$ cat src/rtl/jtframe_cheat_sdram_arb_if.sv
// SDRAM bank-0 request bus between the cheat arbiter and the bank controller.
interface jtframe_cheat_sdram_arb_if #(
    parameter int AW = 22
);
    logic [AW-1:0] addr;
    logic          rd;
    logic          wr;
    logic [15:0]   din;
    logic [1:0]    din_m;
    logic          ack;
    logic          dst;
    logic          rdy;
    logic [15:0]   data_read;

    modport master (
        output addr, rd, wr, din, din_m,
        input  ack, dst, rdy, data_read
    );

    modport slave (
        input  addr, rd, wr, din, din_m,
        output ack, dst, rdy, data_read
    );
endinterface

$ cat src/rtl/jtframe_cheat_sdram_arb.sv
// Bank-0 arbiter: game has priority, cheat port wins after a starvation guard.
// A grant that never sees ba0_rdy is aborted after TOUT cycles.
module jtframe_cheat_sdram_arb #(
    parameter int AW      = 22,
    parameter int MAXWAIT = 64,
    parameter int TOUT    = 255
)(
    input  logic          rst,
    input  logic          clk,
    input  logic          lock,
    input  logic [AW-1:0] game_addr,
    input  logic          game_rd,
    input  logic          game_wr,
    input  logic [15:0]   game_din,
    input  logic [1:0]    game_din_m,
    output logic          game_ack,
    output logic          game_dst,
    output logic          game_rdy,
    input  logic          pico_req,
    input  logic          pico_wr,
    input  logic [23:0]   pico_addr,
    input  logic [15:0]   pico_din,
    input  logic [1:0]    pico_din_m,
    output logic [15:0]   pico_dout,
    output logic          pico_busy,
    output logic          pico_rdy,
    output logic          pico_err,
    jtframe_cheat_sdram_arb_if.master ba0
);
    localparam int WW = $clog2(MAXWAIT + 1);
    localparam int TW = $clog2(TOUT + 1);

    typedef enum logic [1:0] { IDLE, GAME, PICO } state_t;

    state_t        state;
    logic          pend;
    logic          wr_l;
    logic [AW-1:0] addr_l;
    logic [15:0]   din_l;
    logic [1:0]    din_m_l;
    logic [WW-1:0] wait_cnt;
    logic [TW-1:0] tout_cnt;

    logic in_game;
    logic in_pico;
    logic game_req;
    logic guard;
    logic tout;
    logic pico_end;
    logic accept;
    logic unused_addr;

    assign in_game  = state == GAME;
    assign in_pico  = state == PICO;
    assign game_req = game_rd | game_wr;
    assign guard    = wait_cnt == WW'(MAXWAIT);
    assign tout     = tout_cnt == TW'(TOUT - 1);
    assign pico_end = in_pico & (ba0.rdy | tout);
    // a request arriving as the current cheat transfer ends is kept
    assign accept   = pico_req & ~lock & (~pico_busy | pico_end);

    assign unused_addr = &{1'b0, pico_addr[23:AW]};

    assign ba0.addr  = in_game ? game_addr  : in_pico ? addr_l  : '0;
    assign ba0.din   = in_game ? game_din   : in_pico ? din_l   : '0;
    assign ba0.din_m = in_game ? game_din_m : in_pico ? din_m_l : '0;
    assign ba0.rd    = in_game ? game_rd : in_pico & pend & ~wr_l;
    assign ba0.wr    = in_game ? game_wr : in_pico & pend &  wr_l;

    assign game_ack = in_game & ba0.ack;
    assign game_dst = in_game & ba0.dst;
    assign game_rdy = in_game & ba0.rdy;

    always_ff @(posedge clk or posedge rst) begin
        if (rst) begin
            state     <= IDLE;
            pend      <= 1'b0;
            wr_l      <= 1'b0;
            addr_l    <= '0;
            din_l     <= '0;
            din_m_l   <= '0;
            wait_cnt  <= '0;
            tout_cnt  <= '0;
            pico_dout <= '0;
            pico_busy <= 1'b0;
            pico_rdy  <= 1'b0;
            pico_err  <= 1'b0;
        end else begin
            pico_rdy <= 1'b0;
            tout_cnt <= tout_cnt + TW'(1);
            if (accept) begin
                wr_l      <= pico_wr;
                addr_l    <= pico_addr[AW-1:0];
                din_l     <= pico_din;
                din_m_l   <= pico_din_m;
                pico_busy <= 1'b1;
                pico_err  <= 1'b0;
            end
            if (pico_busy && !in_pico && !guard)
                wait_cnt <= wait_cnt + WW'(1);
            unique case (state)
                IDLE: begin
                    tout_cnt <= '0;
                    if (game_req && !guard) begin
                        state <= GAME;
                    end else if (pico_busy) begin
                        state    <= PICO;
                        pend     <= 1'b1;
                        wait_cnt <= '0;
                    end
                end
                GAME: begin
                    if (ba0.rdy || tout) begin
                        state    <= IDLE;
                        tout_cnt <= '0;
                    end
                end
                PICO: begin
                    if (ba0.ack)
                        pend <= 1'b0;
                    if (ba0.dst && !wr_l)
                        pico_dout <= ba0.data_read;
                    if (pico_end) begin
                        state    <= IDLE;
                        pend     <= 1'b0;
                        tout_cnt <= '0;
                        pico_rdy <= 1'b1;
                        if (!accept)
                            pico_busy <= 1'b0;
                        if (tout && !ba0.rdy)
                            pico_err <= 1'b1;
                    end
                end
                default: state <= IDLE;
            endcase
        end
    end
endmodule

$ cat src/flat_wrapper.sv
// flat-port wrapper written by rule: the top's interface ports become plain ports
module jtframe_cheat_sdram_arb_flat 
#(
    parameter int AW      = 22,
    parameter int MAXWAIT = 64,
    parameter int TOUT    = 255
)
  (rst, clk, lock, game_addr, game_rd, game_wr, game_din, game_din_m, game_ack, game_dst, game_rdy, pico_req, pico_wr, pico_addr, pico_din, pico_din_m, pico_dout, pico_busy, pico_rdy, pico_err, ba0_addr, ba0_rd, ba0_wr, ba0_din, ba0_din_m, ba0_ack, ba0_dst, ba0_rdy, ba0_data_read);
  jtframe_cheat_sdram_arb_if #(.AW(AW)) ba0_i ();
  input  logic rst;
  input  logic clk;
  input  logic lock;
  input  logic [AW-1:0] game_addr;
  input  logic game_rd;
  input  logic game_wr;
  input  logic [15:0] game_din;
  input  logic [1:0] game_din_m;
  output logic game_ack;
  output logic game_dst;
  output logic game_rdy;
  input  logic pico_req;
  input  logic pico_wr;
  input  logic [23:0] pico_addr;
  input  logic [15:0] pico_din;
  input  logic [1:0] pico_din_m;
  output logic [15:0] pico_dout;
  output logic pico_busy;
  output logic pico_rdy;
  output logic pico_err;
  output wire logic [$bits(ba0_i.addr)-1:0] ba0_addr;
  output wire logic [$bits(ba0_i.rd)-1:0] ba0_rd;
  output wire logic [$bits(ba0_i.wr)-1:0] ba0_wr;
  output wire logic [$bits(ba0_i.din)-1:0] ba0_din;
  output wire logic [$bits(ba0_i.din_m)-1:0] ba0_din_m;
  input wire logic [$bits(ba0_i.ack)-1:0] ba0_ack;
  input wire logic [$bits(ba0_i.dst)-1:0] ba0_dst;
  input wire logic [$bits(ba0_i.rdy)-1:0] ba0_rdy;
  input wire logic [$bits(ba0_i.data_read)-1:0] ba0_data_read;
  assign ba0_addr = ba0_i.addr;
  assign ba0_rd = ba0_i.rd;
  assign ba0_wr = ba0_i.wr;
  assign ba0_din = ba0_i.din;
  assign ba0_din_m = ba0_i.din_m;
  assign ba0_i.ack = ba0_ack;
  assign ba0_i.dst = ba0_dst;
  assign ba0_i.rdy = ba0_rdy;
  assign ba0_i.data_read = ba0_data_read;
  jtframe_cheat_sdram_arb #(.AW(AW), .MAXWAIT(MAXWAIT), .TOUT(TOUT)) u_core (.rst(rst), .clk(clk), .lock(lock), .game_addr(game_addr), .game_rd(game_rd), .game_wr(game_wr), .game_din(game_din), .game_din_m(game_din_m), .game_ack(game_ack), .game_dst(game_dst), .game_rdy(game_rdy), .pico_req(pico_req), .pico_wr(pico_wr), .pico_addr(pico_addr), .pico_din(pico_din), .pico_din_m(pico_din_m), .pico_dout(pico_dout), .pico_busy(pico_busy), .pico_rdy(pico_rdy), .pico_err(pico_err), .ba0(ba0_i));
endmodule
$ cat config.mk
export PLATFORM = sky130hd
export DESIGN_NAME = jtframe_cheat_sdram_arb_flat
export DESIGN_NICKNAME = d
export VERILOG_FILES = /design/src/rtl/jtframe_cheat_sdram_arb_if.sv /design/src/rtl/jtframe_cheat_sdram_arb.sv /design/src/flat_wrapper.sv
export SDC_FILE = /design/constraint.sdc
export NUM_CORES = 1
export LEC_CHECK = 0
export CAP_MARGIN = 15
export CORE_MARGIN = 1.5
export CORE_UTILIZATION = 40
export DETAILED_ROUTE_END_ITERATION = 8
export PLACE_DENSITY = 0.79
export SYNTH_ARGS = -nofsm -noshare
export SYNTH_HDL_FRONTEND = slang
export SYNTH_SLANG_ARGS = --single-unit
$ cat constraint.sdc
create_clock -name clk -period 4.6 [get_ports clk]
set_clock_uncertainty 0.15 [all_clocks]
set_input_delay 0.46 -clock clk [delete_from_list [all_inputs] [get_ports clk]]
set_output_delay 0.46 -clock clk [all_outputs]
set_load 0.05 [all_outputs]
==> impl_results.md <==
- Maximum level of the CTS H-tree: 3
- Filler cells: about 730
- Initial Utilization: 0.416
- Detailed-route wire length per cell: 16.0 µm
- Levels on crit path: 5
- Total congestion overflow: 0
- Post-route fraction of the period consumed by the critical path: 0.802
- Portion of the post-synthesis area used by sequential elements: 0.503
- Data required, critical path: around 4 ns
- Endpoint of the most critical setup path: ba0_rd
- Worst r2r dst: u_core.addr_l[0]$_DFFE_PP0P_
- Post-synthesis cell area: approximately 3900 µm²
- Final Hold Viols: 0
- Clock buffers created by TritonCTS: 9
- Count of standard-cell rows: 35
- Classification of the worst setup path: reg2out
- Data arrival time of the critical path: slightly above 3 ns
- Top-area cell type share of the netlist area: 0.503
- Pre-CTS setup slack: 1.35 ns
- Dpl cells: 574
- Cell Chain, Critical Path: inv_1 > nor2_4 > nand2_1 > o41ai_1 > clkdlybuf4s50_1
- Hold-fix buffers at CTS: 0
- Initial DRC Count: 43
- Slew margin rel.: 0.325
- Capturing element type of the critical path: output port
- Number of non-filler instances in the completed layout: 590
- Final Worst Setup Slack: 0.911 ns
- Unrepaired setup endpoints after global routing: false
- Average cell area after synthesis: approximately 13 µm²
- Number of nets at the end of the flow: ~570
- Origin of the worst setup path: u_core.state[0]$_DFFE_PP0P_
- IO Pins: roughly 170
- Count of flip-flops with a built-in enable after synthesis: 0
- Source-to-sink clock delay at the later pin of the worst-skew pair: about 0.34 ns
- Number of antenna violations at the first check in global routing: 0
- Slowest stage cell, crit path: sky130_fd_sc_hd__clkdlybuf4s50_1
- Floorplan die area: between 10000 and 15000 µm²
- Clock tree from TritonCTS: yes
- Setup TNS Final: 0 ns
- Global-route wire length before repair: ~15 mm
- Clock slew at reported path FFs: 0.08 ns
- Number of nets still failing antenna checks after routing: 0
- Height of the chip: about 100 µm
- Number of distinct library cells after synthesis: 46
- Largest area contributor in the netlist: sky130_fd_sc_hd__dfrtp_1
- Final HPWL from detailed placement: between 6 and 7 mm
- Top fanout value on the critical path: 43
- Vias per cell: ~5.1
- List of most frequent post-synthesis cells: 78 x sky130_fd_sc_hd__dfrtp_1, 41 x sky130_fd_sc_hd__a22o_1, 40 x sky130_fd_sc_hd__mux2_4
- Largest net degree at the start of global routing: 46
- Shortest clock period the worst path allows after layout: between 3 and 4 ns
- Power density over cell area: 662 nW/µm²
- Top flip-flop cell by instance count after synthesis: sky130_fd_sc_hd__dfrtp_1
- GRT Overall Usage: 0.189
- Fmax: ~270 MHz
- Warnings from Yosys: 0
- Clock buffer depth: 2
- Root Driver: sky130_fd_sc_hd__clkbuf_8
- Number of remaining DRC errors: 0
- Final count of pins violating max slew: 0
- Delay of the slowest cell on the worst path: ~0.92 ns
- Storage cell area: slightly below 2000 µm²
- Number of storage elements in the synthesis netlist: just under 80
- Number of port buffers: 169
- Total wire length after detailed routing: 9.45 mm
- Synth area leaders: sky130_fd_sc_hd__dfrtp_1 50%, sky130_fd_sc_hd__mux2_4 15%, sky130_fd_sc_hd__a22o_1 9.3%
- Startpoint Class: flip-flop
- Result of the run: finished, final reports clean
- Sink Count: 78
- Most used standard cell by instance count after synthesis: sky130_fd_sc_hd__dfrtp_1
- Die width: a little over 100 µm
- Total setup buffers inserted after CTS: 0
- Total of cells resized after clock tree synthesis: 0
- Depth of the worst register-to-register path: 7
- Largest delay contributor family on the critical path: buffers and inverters
- Class of the worst hold path: reg2reg
- Maximum Capacitance Violations: 0
- Fraction of final layout cells sized beyond drive strength 1: 0.189
- Total setup violations reported at the end of the flow: 0
- Setup slack, reg-to-reg: 2.23 ns
- Async set or reset register ratio after synthesis: 1.00
- Synthesized netlist cell count: between 200 and 300
- Std-Cell Core Area: 9330 µm²
- Buffers & Inverters on Critical Path: 2
- Startpoint of the worst-slack reg-to-reg timing path: u_core.tout_cnt[0]$_DFF_PP0_
- Pre-Repair DR Iteration Count: 5
- Placer Congestion: around 0.81
- # diodes: 0
- Area of the multi-input gates: approximately 1800 µm²
- Slew at the pin closest to its max-slew limit: a little over 1 ns
- Peak VDD IR: roughly 320 µV
- Static power due to leakage: 2.61 nW
- Vias in the first global route: around 3.1k
- Post-synth net total: 401
- Signed area change from the synthesized netlist to the final layout: 50.4%
- Via count: between 2k and 3k
==> worst min path at each step <==
stage | start | to | cells past startpoint | slack (ns)
floorplan | u_core.wait_cnt[5]$_DFF_PP0_ | u_core.wait_cnt[5]$_DFF_PP0_ | 1 | 0.32
global placement | u_core.pico_dout[13]$_DFFE_PP0P_ | u_core.pico_dout[13]$_DFFE_PP0P_ | 1 | 0.34
detailed placement | u_core.pico_dout[4]$_DFFE_PP0P_ | u_core.pico_dout[4]$_DFFE_PP0P_ | 1 | 0.34
CTS | u_core.pico_dout[14]$_DFFE_PP0P_ | u_core.pico_dout[14]$_DFFE_PP0P_ | 1 | 0.36
global route | u_core.pico_dout[9]$_DFFE_PP0P_ | u_core.pico_dout[9]$_DFFE_PP0P_ | 1 | 0.38
finish | u_core.pico_dout[9]$_DFFE_PP0P_ | u_core.pico_dout[9]$_DFFE_PP0P_ | 1 | 0.36
==> layout make-up <==
type,count,share of cell area
Clock inverter,7,0.0137
Sequential cell,78,0.334
Clock buffer,9,0.0212
Inverter,10,0.00643
Timing Repair Buffer,171,0.292
Multi-Input combinational cell,186,0.304
Tap cell,129,0.0277
==> report_power, final <==
| group | total [mW] | internal [mW] | switching (mW) | leakage [nW] |
|---|---|---|---|---|
| clock network | 0.523 | 0.257 | 0.266 | 0.0968 |
| logic | 2.13 | 0.910 | 1.22 | 1.55 |
| registers | 1.21 | 0.979 | 0.232 | 0.963 |
| total | 3.86 | 2.15 | 1.72 | 2.61 |
==> cells in the final DEF (no fill, tap or decap), drive strengths merged, types with 2 or more instances in the layout <==
master	count
mux2	57
nor2	17
clkdlybuf4s50	169
buf	2
ha	4
clkbuf	9
o21ai	13
inv	13
nand2b	2
nor3	2
o22ai	2
and3	4
clkinvlp	2
a22o	41
nand2	6
or3	3
o21bai	2
dfrtp	78
nand3	7
nand4	2
and4	3
xor2	5
a21oi	2
==> through the flow <==
| step | cell area (µm²) | power (mW) | util | hold WS, ns |
|---|---|---|---|---|
| floorplan | 3880 | 2.70 | - | 0.316 |
| global placement | 5630 | 3.31 | 0.604 | 0.338 |
| detailed placement | 5630 | 3.36 | 0.604 | 0.345 |
| CTS | 5840 | 3.90 | 0.626 | 0.364 |
| global route | 5840 | 4.07 | 0.626 | 0.383 |
| finish | 5840 | 3.86 | 0.626 | 0.359 |
==> sequential cells by signal, summed over array words and instances, names as in the netlist, 2 cells and up <==
register / cells
u_core.addr_l: 22
u_core.din_l: 16
u_core.pico_dout: 16
u_core.tout_cnt: 8
u_core.wait_cnt: 7
u_core.din_m_l: 2
u_core.state: 2
==> routing by layer <==
layer / global-route usage / vias to the layer above / share of wire
li1: - / 1400 / -
met1: 0.230 / 1447 / 0.41
met2: 0.319 / 133 / 0.50
met3: 0.0559 / 12 / 0.080
met4: 0.0641 / 0 / 0.014
met5: 0 / - / 0
==> logic make-up (layout without fill, tap and decap cells) <==
family | count (synthesis) | count (layout) | synth area share
adder cells (fa/ha/maj) | 5 | 5 | 0.0155
flip-flops | 78 | 78 | 0.503
multiplexers | 57 | 57 | 0.204
AO/OA/AOI/OAI | 69 | 69 | 0.148
AND/OR/NAND/NOR | 49 | 49 | 0.0722
XOR/XNOR | 6 | 6 | 0.0135
buffers and inverters | 25 | 197 | 0.0438
Note: power is estimated with default switching activity, not from simulation.
